File: config.mk
export PLATFORM = sky130hd
export DESIGN_NAME = ex_result_stage
export DESIGN_NICKNAME = d
export VERILOG_FILES = /design/src/rtl/ex_pkg.sv /design/src/rtl/skid_fifo2.sv /design/src/rtl/ex_result_stage.sv
export SDC_FILE = /design/constraint.sdc
export NUM_CORES = 1
export LEC_CHECK = 0
export BUFFER_PORTS_ARGS = -buffer_cell sky130_fd_sc_hd__buf_2
export CORE_MARGIN = 5
export CORE_UTILIZATION = 49
export CTS_BUF_LIST = sky130_fd_sc_hd__clkbuf_8
export CTS_CLUSTER_DIAMETER = 200
export DETAILED_ROUTE_END_ITERATION = 7
export GPL_TIMING_DRIVEN = 0
export PLACE_DENSITY = 0.81
export SKIP_CTS_REPAIR_TIMING = 1
export SYNTH_ARGS = -nofsm -noshare
export SYNTH_HDL_FRONTEND = slang
export SYNTH_SLANG_ARGS = --single-unit
File: constraint.sdc
create_clock -name clk -period 3 [get_ports clk]
set_input_delay 0.45 -clock clk [delete_from_list [all_inputs] [get_ports clk]]
set_output_delay 0.45 -clock clk [all_outputs]
set_load 0.02 [all_outputs]
File: src/rtl/ex_pkg.sv
// ex_pkg: shared ALU op encodings and the execute-result entry type.
// EX_RESULT_FLAGS_EN adds the zero/neg/div0/illegal flag fields to each entry.
package ex_pkg;

    localparam int EX_N    = 32;
    localparam int EX_RD_W = 5;

    typedef enum logic [3:0] {
        ALU_ADD = 4'b0000,
        ALU_SUB = 4'b0001,
        ALU_MUL = 4'b0010,
        ALU_DIV = 4'b0011,
        ALU_AND = 4'b0100,
        ALU_OR  = 4'b0101,
        ALU_NOT = 4'b0110,
        ALU_SLL = 4'b0111,
        ALU_SRL = 4'b1000
    } alu_op_t;

    localparam logic [3:0] ALU_OP_LAST = 4'b1000;

    typedef struct packed {
        logic [EX_N-1:0]    z;
        logic [EX_RD_W-1:0] rd;
`ifdef EX_RESULT_FLAGS_EN
        logic               zero;
        logic               neg;
        logic               div0;
        logic               illegal;
`endif
    } ex_entry_t;

endpackage

File: src/rtl/skid_fifo2.sv
// skid_fifo2: two-entry valid/ready FIFO of ex_entry_t with synchronous flush.
module skid_fifo2
    import ex_pkg::*;
(
    input  logic      clk,
    input  logic      rst,
    input  logic      flush,
    input  logic      in_valid,
    output logic      in_ready,
    input  ex_entry_t in_data,
    output logic      out_valid,
    input  logic      out_ready,
    output ex_entry_t out_data
);

    logic [1:0] count_q, count_d;
    ex_entry_t  head_q, head_d, tail_q, tail_d;
    logic       push, pop;

    assign in_ready  = (count_q != 2'd2) && !flush;
    assign out_valid = (count_q != 2'd0);
    assign out_data  = head_q;
    assign push      = in_valid && in_ready;
    assign pop       = out_valid && out_ready && !flush;

    // Retire first, then enqueue, so a simultaneous push at count 1 lands in the head slot.
    always_comb begin
        count_d = count_q;
        head_d  = head_q;
        tail_d  = tail_q;
        if (flush) begin
            count_d = 2'd0;
        end else begin
            if (pop) begin
                head_d  = (count_q == 2'd2) ? tail_q : head_q;
                count_d = count_q - 2'd1;
            end
            if (push) begin
                if (count_d == 2'd0) head_d = in_data;
                else tail_d = in_data;
                count_d = count_d + 2'd1;
            end
        end
    end

    // State registers; head is left untouched when draining to empty so outputs hold.
    always_ff @(posedge clk or posedge rst) begin
        if (rst) begin
            count_q <= 2'd0;
            head_q  <= '0;
            tail_q  <= '0;
        end else begin
            count_q <= count_d;
            head_q  <= head_d;
            tail_q  <= tail_d;
        end
    end

endmodule

File: src/rtl/ex_result_stage.sv
// ex_result_stage: registers ALU results with status flags in a 2-deep skid buffer.
// Define EX_RESULT_FLAGS_EN to generate and store flags; otherwise flag outputs are 0.
module ex_result_stage
    import ex_pkg::*;
#(
    parameter int N    = EX_N,
    parameter int RD_W = EX_RD_W
) (
    input  logic            clk,
    input  logic            rst,
    input  logic            in_valid,
    output logic            in_ready,
    input  logic [N-1:0]    in_z,
    input  logic [3:0]      in_op,
    input  logic [N-1:0]    in_b,
    input  logic [RD_W-1:0] in_rd,
    input  logic            flush,
    output logic            out_valid,
    input  logic            out_ready,
    output logic [N-1:0]    out_z,
    output logic [RD_W-1:0] out_rd,
    output logic            out_zero,
    output logic            out_neg,
    output logic            out_div0,
    output logic            out_illegal
);

    ex_entry_t in_entry, head;

    assign in_entry.z  = in_z;
    assign in_entry.rd = in_rd;
    assign out_z       = head.z;
    assign out_rd      = head.rd;

`ifdef EX_RESULT_FLAGS_EN
    assign in_entry.zero    = (in_z == '0);
    assign in_entry.neg     = in_z[N-1];
    assign in_entry.div0    = (in_op == ALU_DIV) && (in_b == '0);
    assign in_entry.illegal = (in_op > ALU_OP_LAST);
    assign out_zero    = head.zero;
    assign out_neg     = head.neg;
    assign out_div0    = head.div0;
    assign out_illegal = head.illegal;
`else
    logic unused_flag_inputs;
    assign unused_flag_inputs = ^{in_op, in_b};
    assign out_zero    = 1'b0;
    assign out_neg     = 1'b0;
    assign out_div0    = 1'b0;
    assign out_illegal = 1'b0;
`endif

    skid_fifo2 u_fifo (
        .clk       (clk),
        .rst       (rst),
        .flush     (flush),
        .in_valid  (in_valid),
        .in_ready  (in_ready),
        .in_data   (in_entry),
        .out_valid (out_valid),
        .out_ready (out_ready),
        .out_data  (head)
    );

endmodule

# Yosys cells after proc, flatten, opt, wreduce, memory -nomap -nowiden
# Cells that the tools add are included.
# word_totals
inputBits,78
latch_bits,0
memories,0
register_bits,76
ram_bits,0
rom_bits,0
elab_cells,27
out_inout_bits,43
# op_classes
bitwise_logic,2
reduce_logical,8
mul,0
n_addsub,2
shift,0
n_mux,8
n_eq_ne,2
div_mod_pow,0
magnitude_cmp,0
# ops
cell,n
two-way mux 37 bit,4
two-way mux 2 bit,4
logical AND 1 bit,4
AND reduction 3 bit,1
"adder 2 x 1 -> 2 bit, second input constant",1
"equality test 2 bit, second input constant",1
zero test 2 bit,1
"!= test 2 bit, second input constant",1
NOT 1 bit,2
nonzero test 2 bit,1
"subtractor 2 x 1 -> 2 bit, second input constant",1
zero test 1 bit,1

# Depth between registers and ports, before layout
# depth
word_depth,8
ltp_mapped,11
depth_no_buf,9

# Hierarchy
# A second synthesis with hierarchy kept.
# hier_totals
cells_unflattened,265
hier_area_um2,3238.1
# modules_own_cells
mod,seq_area_each_um2,cells_per_inst,area_each_um2,instances
skid_fifo2,1901.8,260,3204.3,1
ex_result_stage,0.0,5,33.8,1

# Least setup slack after synthesis
# OpenSTA, ideal clock, no wires.
# synth_timing
kind,reg2reg
start,register u_fifo.count_q[0]
end,register u_fifo.tail_q[13] (netlist name)
setup_ns,0.127
path_buffers,2
period_less_slack_ns,2.337
path_stages_with_launch,10
required_ns,2.873
setup_slack_ns,0.663
arrival_time_ns,2.209
cell_sequence,dfrtp_1 -> inv_1 -> ha_1 -> nor3b_1 -> o21ai_0 -> ha_1 -> nor4b_4 -> buf_6 -> buf_6 -> mux2_1
# synth_via
elab_chain_len,8
word_cells_on_any_way,12
classes_between,1 x add/sub; 1 x eq/ne; 2 x mux; 1 x bitwise; 7 x reduce/logical
# synth_rtl
item,line_no,text
"start, declared",skid_fifo2.sv:16,"logic [1:0] count_q, count_d;"
"start signal, assigned",skid_fifo2.sv:53,count_q <= count_d;
"parallel branches: the longest is 7 deep, another holds subtractor 2 x 1 -> 2 bit",--,
AND reduction 3 bit (no line) *,--,
"end signal, assigned",skid_fifo2.sv:55,tail_q <= tail_d;
"end, declared",skid_fifo2.sv:17,"ex_entry_t head_q, head_d, tail_q, tail_d;"
# Mark *: on every way between the ends. The select of a mux whose other input is x is not followed.
# A chain may end at the register's enable or synchronous reset.

# Worst setup path after layout
# layout_timing
start,register u_fifo.count_q[0]
end,register u_fifo.tail_q[6] (netlist name)
# The elaborated chain is that of the path after synthesis.

==> impl_metrics.env <==
export IMPL_status="finished clean"
export IMPL_ys_flop_type="dfrtp_1"
export IMPL_pin_count=121
export IMPL_cp_end_kind="flip-flop"
export IMPL_portBuffers=80
export IMPL_grt_pass1_wl_um=11300
export IMPL_grt_setup_unrepaired="false"
export IMPL_clock_sinks=76
export IMPL_num_antenna_cells=0
export IMPL_die_width_um=91.2
export IMPL_setup_tns_ns=0
export IMPL_drive_gt1_frac=0.369
export IMPL_cts_root_buf="clkbuf_8"
export IMPL_syn_inst=271
export IMPL_slew_violations=0
export IMPL_setup_viol=0
export IMPL_hold_viol_final=0
export IMPL_async_flop_share=1.00
export IMPL_drcViolationCount=0
export IMPL_peakVddDrop_v=0.000583
export IMPL_ys_types=23
export IMPL_drtIter0Drc=49
export IMPL_clk_insertion_delay_late_ns=0.34
export IMPL_finalPower_w=0.00414
export IMPL_grt_total_usage=0.169
export IMPL_hpwl_um=4760
export IMPL_antenna_found_initial=0
export IMPL_place_congestion=0.757
export IMPL_post_synth_top_count_cell="dfrtp_1"
export IMPL_via_count=2323
export IMPL_grt_pass1_vias=2457
export IMPL_synth_edf_count=0
export IMPL_drtPass1Iterations=4
export IMPL_fin_hold_ws_ns=0.103
export IMPL_hp_class="in2async"
export IMPL_wl_per_cell_um=14.8
export IMPL_start_util=0.506
export IMPL_crit_type="reg2reg"
export IMPL_critPathMaxFanout=10
export IMPL_fin_crit_sh=0.854
export IMPL_max_freq_ghz=0.390
export IMPL_synth_top_area_share=0.588
export IMPL_r2r_cells=9
export IMPL_synth_area_sq_um=3230
export IMPL_postSynthAreaPerCell_sq_um=11.9
export IMPL_cap_violations=0
export IMPL_setup_ws_ns=0.439
export IMPL_coreArea_sq_um=6390
export IMPL_tritoncts="built"
export IMPL_synth_area_top_cells="dfrtp_1 59%, o22ai_1 7.2%, mux2_2 7.0%"
export IMPL_setup_worst_path_start_class="flip-flop"
export IMPL_vias_per_cell=5.19
export IMPL_fin_nets=447
export IMPL_grt_ovfl_total=0
export IMPL_skew_ns=0.00879
export IMPL_yosysWarningCount=0
export IMPL_path_clk_slew_ns=0.08
export IMPL_fp_row_count=29
export IMPL_finalCriticalPeriod_ns=2.56
export IMPL_worstPathRequired_ns=3.22
export IMPL_p_leak_nw=1.98
export IMPL_cts_buffers=9
export IMPL_drt_wl_total_um=6610
export IMPL_grt_max_degree=48
export IMPL_area_growth_pct=23.3
export IMPL_synth_top_cell_by_area="dfrtp_1"
export IMPL_chipHeight_um=91.2
export IMPL_fp_dieArea_sq_um=8320
export IMPL_cts_buffer_depth=2
export IMPL_ys_seq_area_frac=0.588
export IMPL_cts_htree_levels=3
export IMPL_synthTopCellsByCount="76 x dfrtp_1, 42 x inv_1, 37 x o22ai_1"
export IMPL_ant_nets=0
export IMPL_cp_arrival_ns=2.78
export IMPL_power_density_nw_per_um2=1040
export IMPL_pre_cts_ws_ns=0.414
export IMPL_synth_seq_cells=76
## cell usage in the layout (no fill, tap or decap)
| cell type | instances |
|---|---|
| buf_16 | 1 |
| dfrtp_1 | 76 |
| buf_6 | 6 |
| inv_4 | 1 |
| a21o_1 | 1 |
| clkinvlp_4 | 1 |
| buf_2 | 87 |
| a21oi_1 | 36 |
| nand3b_1 | 1 |
| nor2b_1 | 2 |
| buf_4 | 7 |
| ha_1 | 3 |
| nand2_1 | 2 |
| clkinv_4 | 1 |
| mux2_1 | 18 |
| nor4b_4 | 1 |
| nor3b_1 | 1 |
| conb_1 | 4 |
| o22ai_1 | 37 |
| clkbuf_8 | 9 |
| mux2_2 | 20 |
| inv_6 | 1 |
| inv_1 | 43 |
| nand4bb_1 | 2 |
| nor2_1 | 2 |
| o31ai_1 | 1 |
| and2_1 | 1 |
| o21ai_0 | 2 |
| xnor2_1 | 2 |
| bufinv_16 | 2 |
## final timing paths
path                       slack [ns]                            from                              to
min reg2reg                      0.48  u_fifo.out_data[4]$_DFFE_PP0N_  u_fifo.out_data[4]$_DFFE_PP0N_
max in group asynchronous        2.35                             rst    u_fifo.tail_q[1]$_DFFE_PP0P_
min                              0.10                             rst    u_fifo.tail_q[4]$_DFFE_PP0P_
max reg2reg                      0.44     u_fifo.count_q[0]$_DFF_PP0_    u_fifo.tail_q[6]$_DFFE_PP0P_
max                              0.44     u_fifo.count_q[0]$_DFF_PP0_    u_fifo.tail_q[6]$_DFFE_PP0P_
min in group clk                 0.34                         in_z[3]    u_fifo.tail_q[8]$_DFFE_PP0P_
## kinds of logic after synthesis
| group | Yosys count | synth area share |
|---|---|---|
| AO/OA/AOI/OAI | 77 | 0.135 |
| flip-flops | 76 | 0.588 |
| buffers and inverters | 62 | 0.0967 |
| multiplexers | 38 | 0.132 |
| AND/OR/NAND/NOR | 12 | 0.0294 |
| adder cells (fa/ha/maj) | 3 | 0.0116 |
| XOR/XNOR | 2 | 0.00542 |
| other | 1 | 0.00116 |
## report_power, final
group          switching, W  internal [W]
logic              0.000876      0.000668
clock network      0.000371      0.000467
registers          0.000236       0.00152
## worst max-delay path: stages, from the launching register on
cell	delay [ns]
dfrtp_1	0.36
inv_1	0.09
ha_1	0.24
nor3b_1	0.39
xnor2_1	0.15
ha_1	0.26
nor4b_4	0.26
buf_6	0.20
buf_6	0.16
mux2_1	0.33
## layer usage
| metal | routed length (um) | global-route usage | part of all wire | vias up |
|---|---|---|---|---|
| met5 | 0 | 0 | 0 | - |
| met4 | 160 | 0.0807 | 0.024 | 0 |
| met3 | 497 | 0.0570 | 0.075 | 13 |
| met2 | 3240 | 0.267 | 0.49 | 71 |
| met1 | 2720 | 0.210 | 0.41 | 1120 |
| li1 | - | - | - | 1119 |
## registers in the layout, summed over array words and instances (netlist names)
| signal | cells |
|---|---|
| u_fifo.out_data | 37 |
| u_fifo.tail_q | 37 |
| u_fifo.count_q | 2 |
## through the flow
| step | utilization | instance area [sq um] | std cells |
|---|---|---|---|
| floorplan | - | 3240 | 274 |
| global route | 0.624 | 3990 | 448 |
| finish | 0.624 | 3990 | 448 |
| detailed placement | 0.591 | 3770 | 432 |
| CTS | 0.624 | 3990 | 448 |
| global placement | 0.586 | 3740 | 431 |
## final cells by class
type	instances	area, sq um
Multi-Input combinational cell	136	1030
Buffer	20	155
Clock inverter	7	92.6
Sequential cell	76	1900
Timing Repair Buffer	81	428
Clock buffer	9	124
Inverter	42	160
Fill cell	535	2400
Tap cell	77	96.3
No activity file was read; power rests on OpenSTA's default activity.
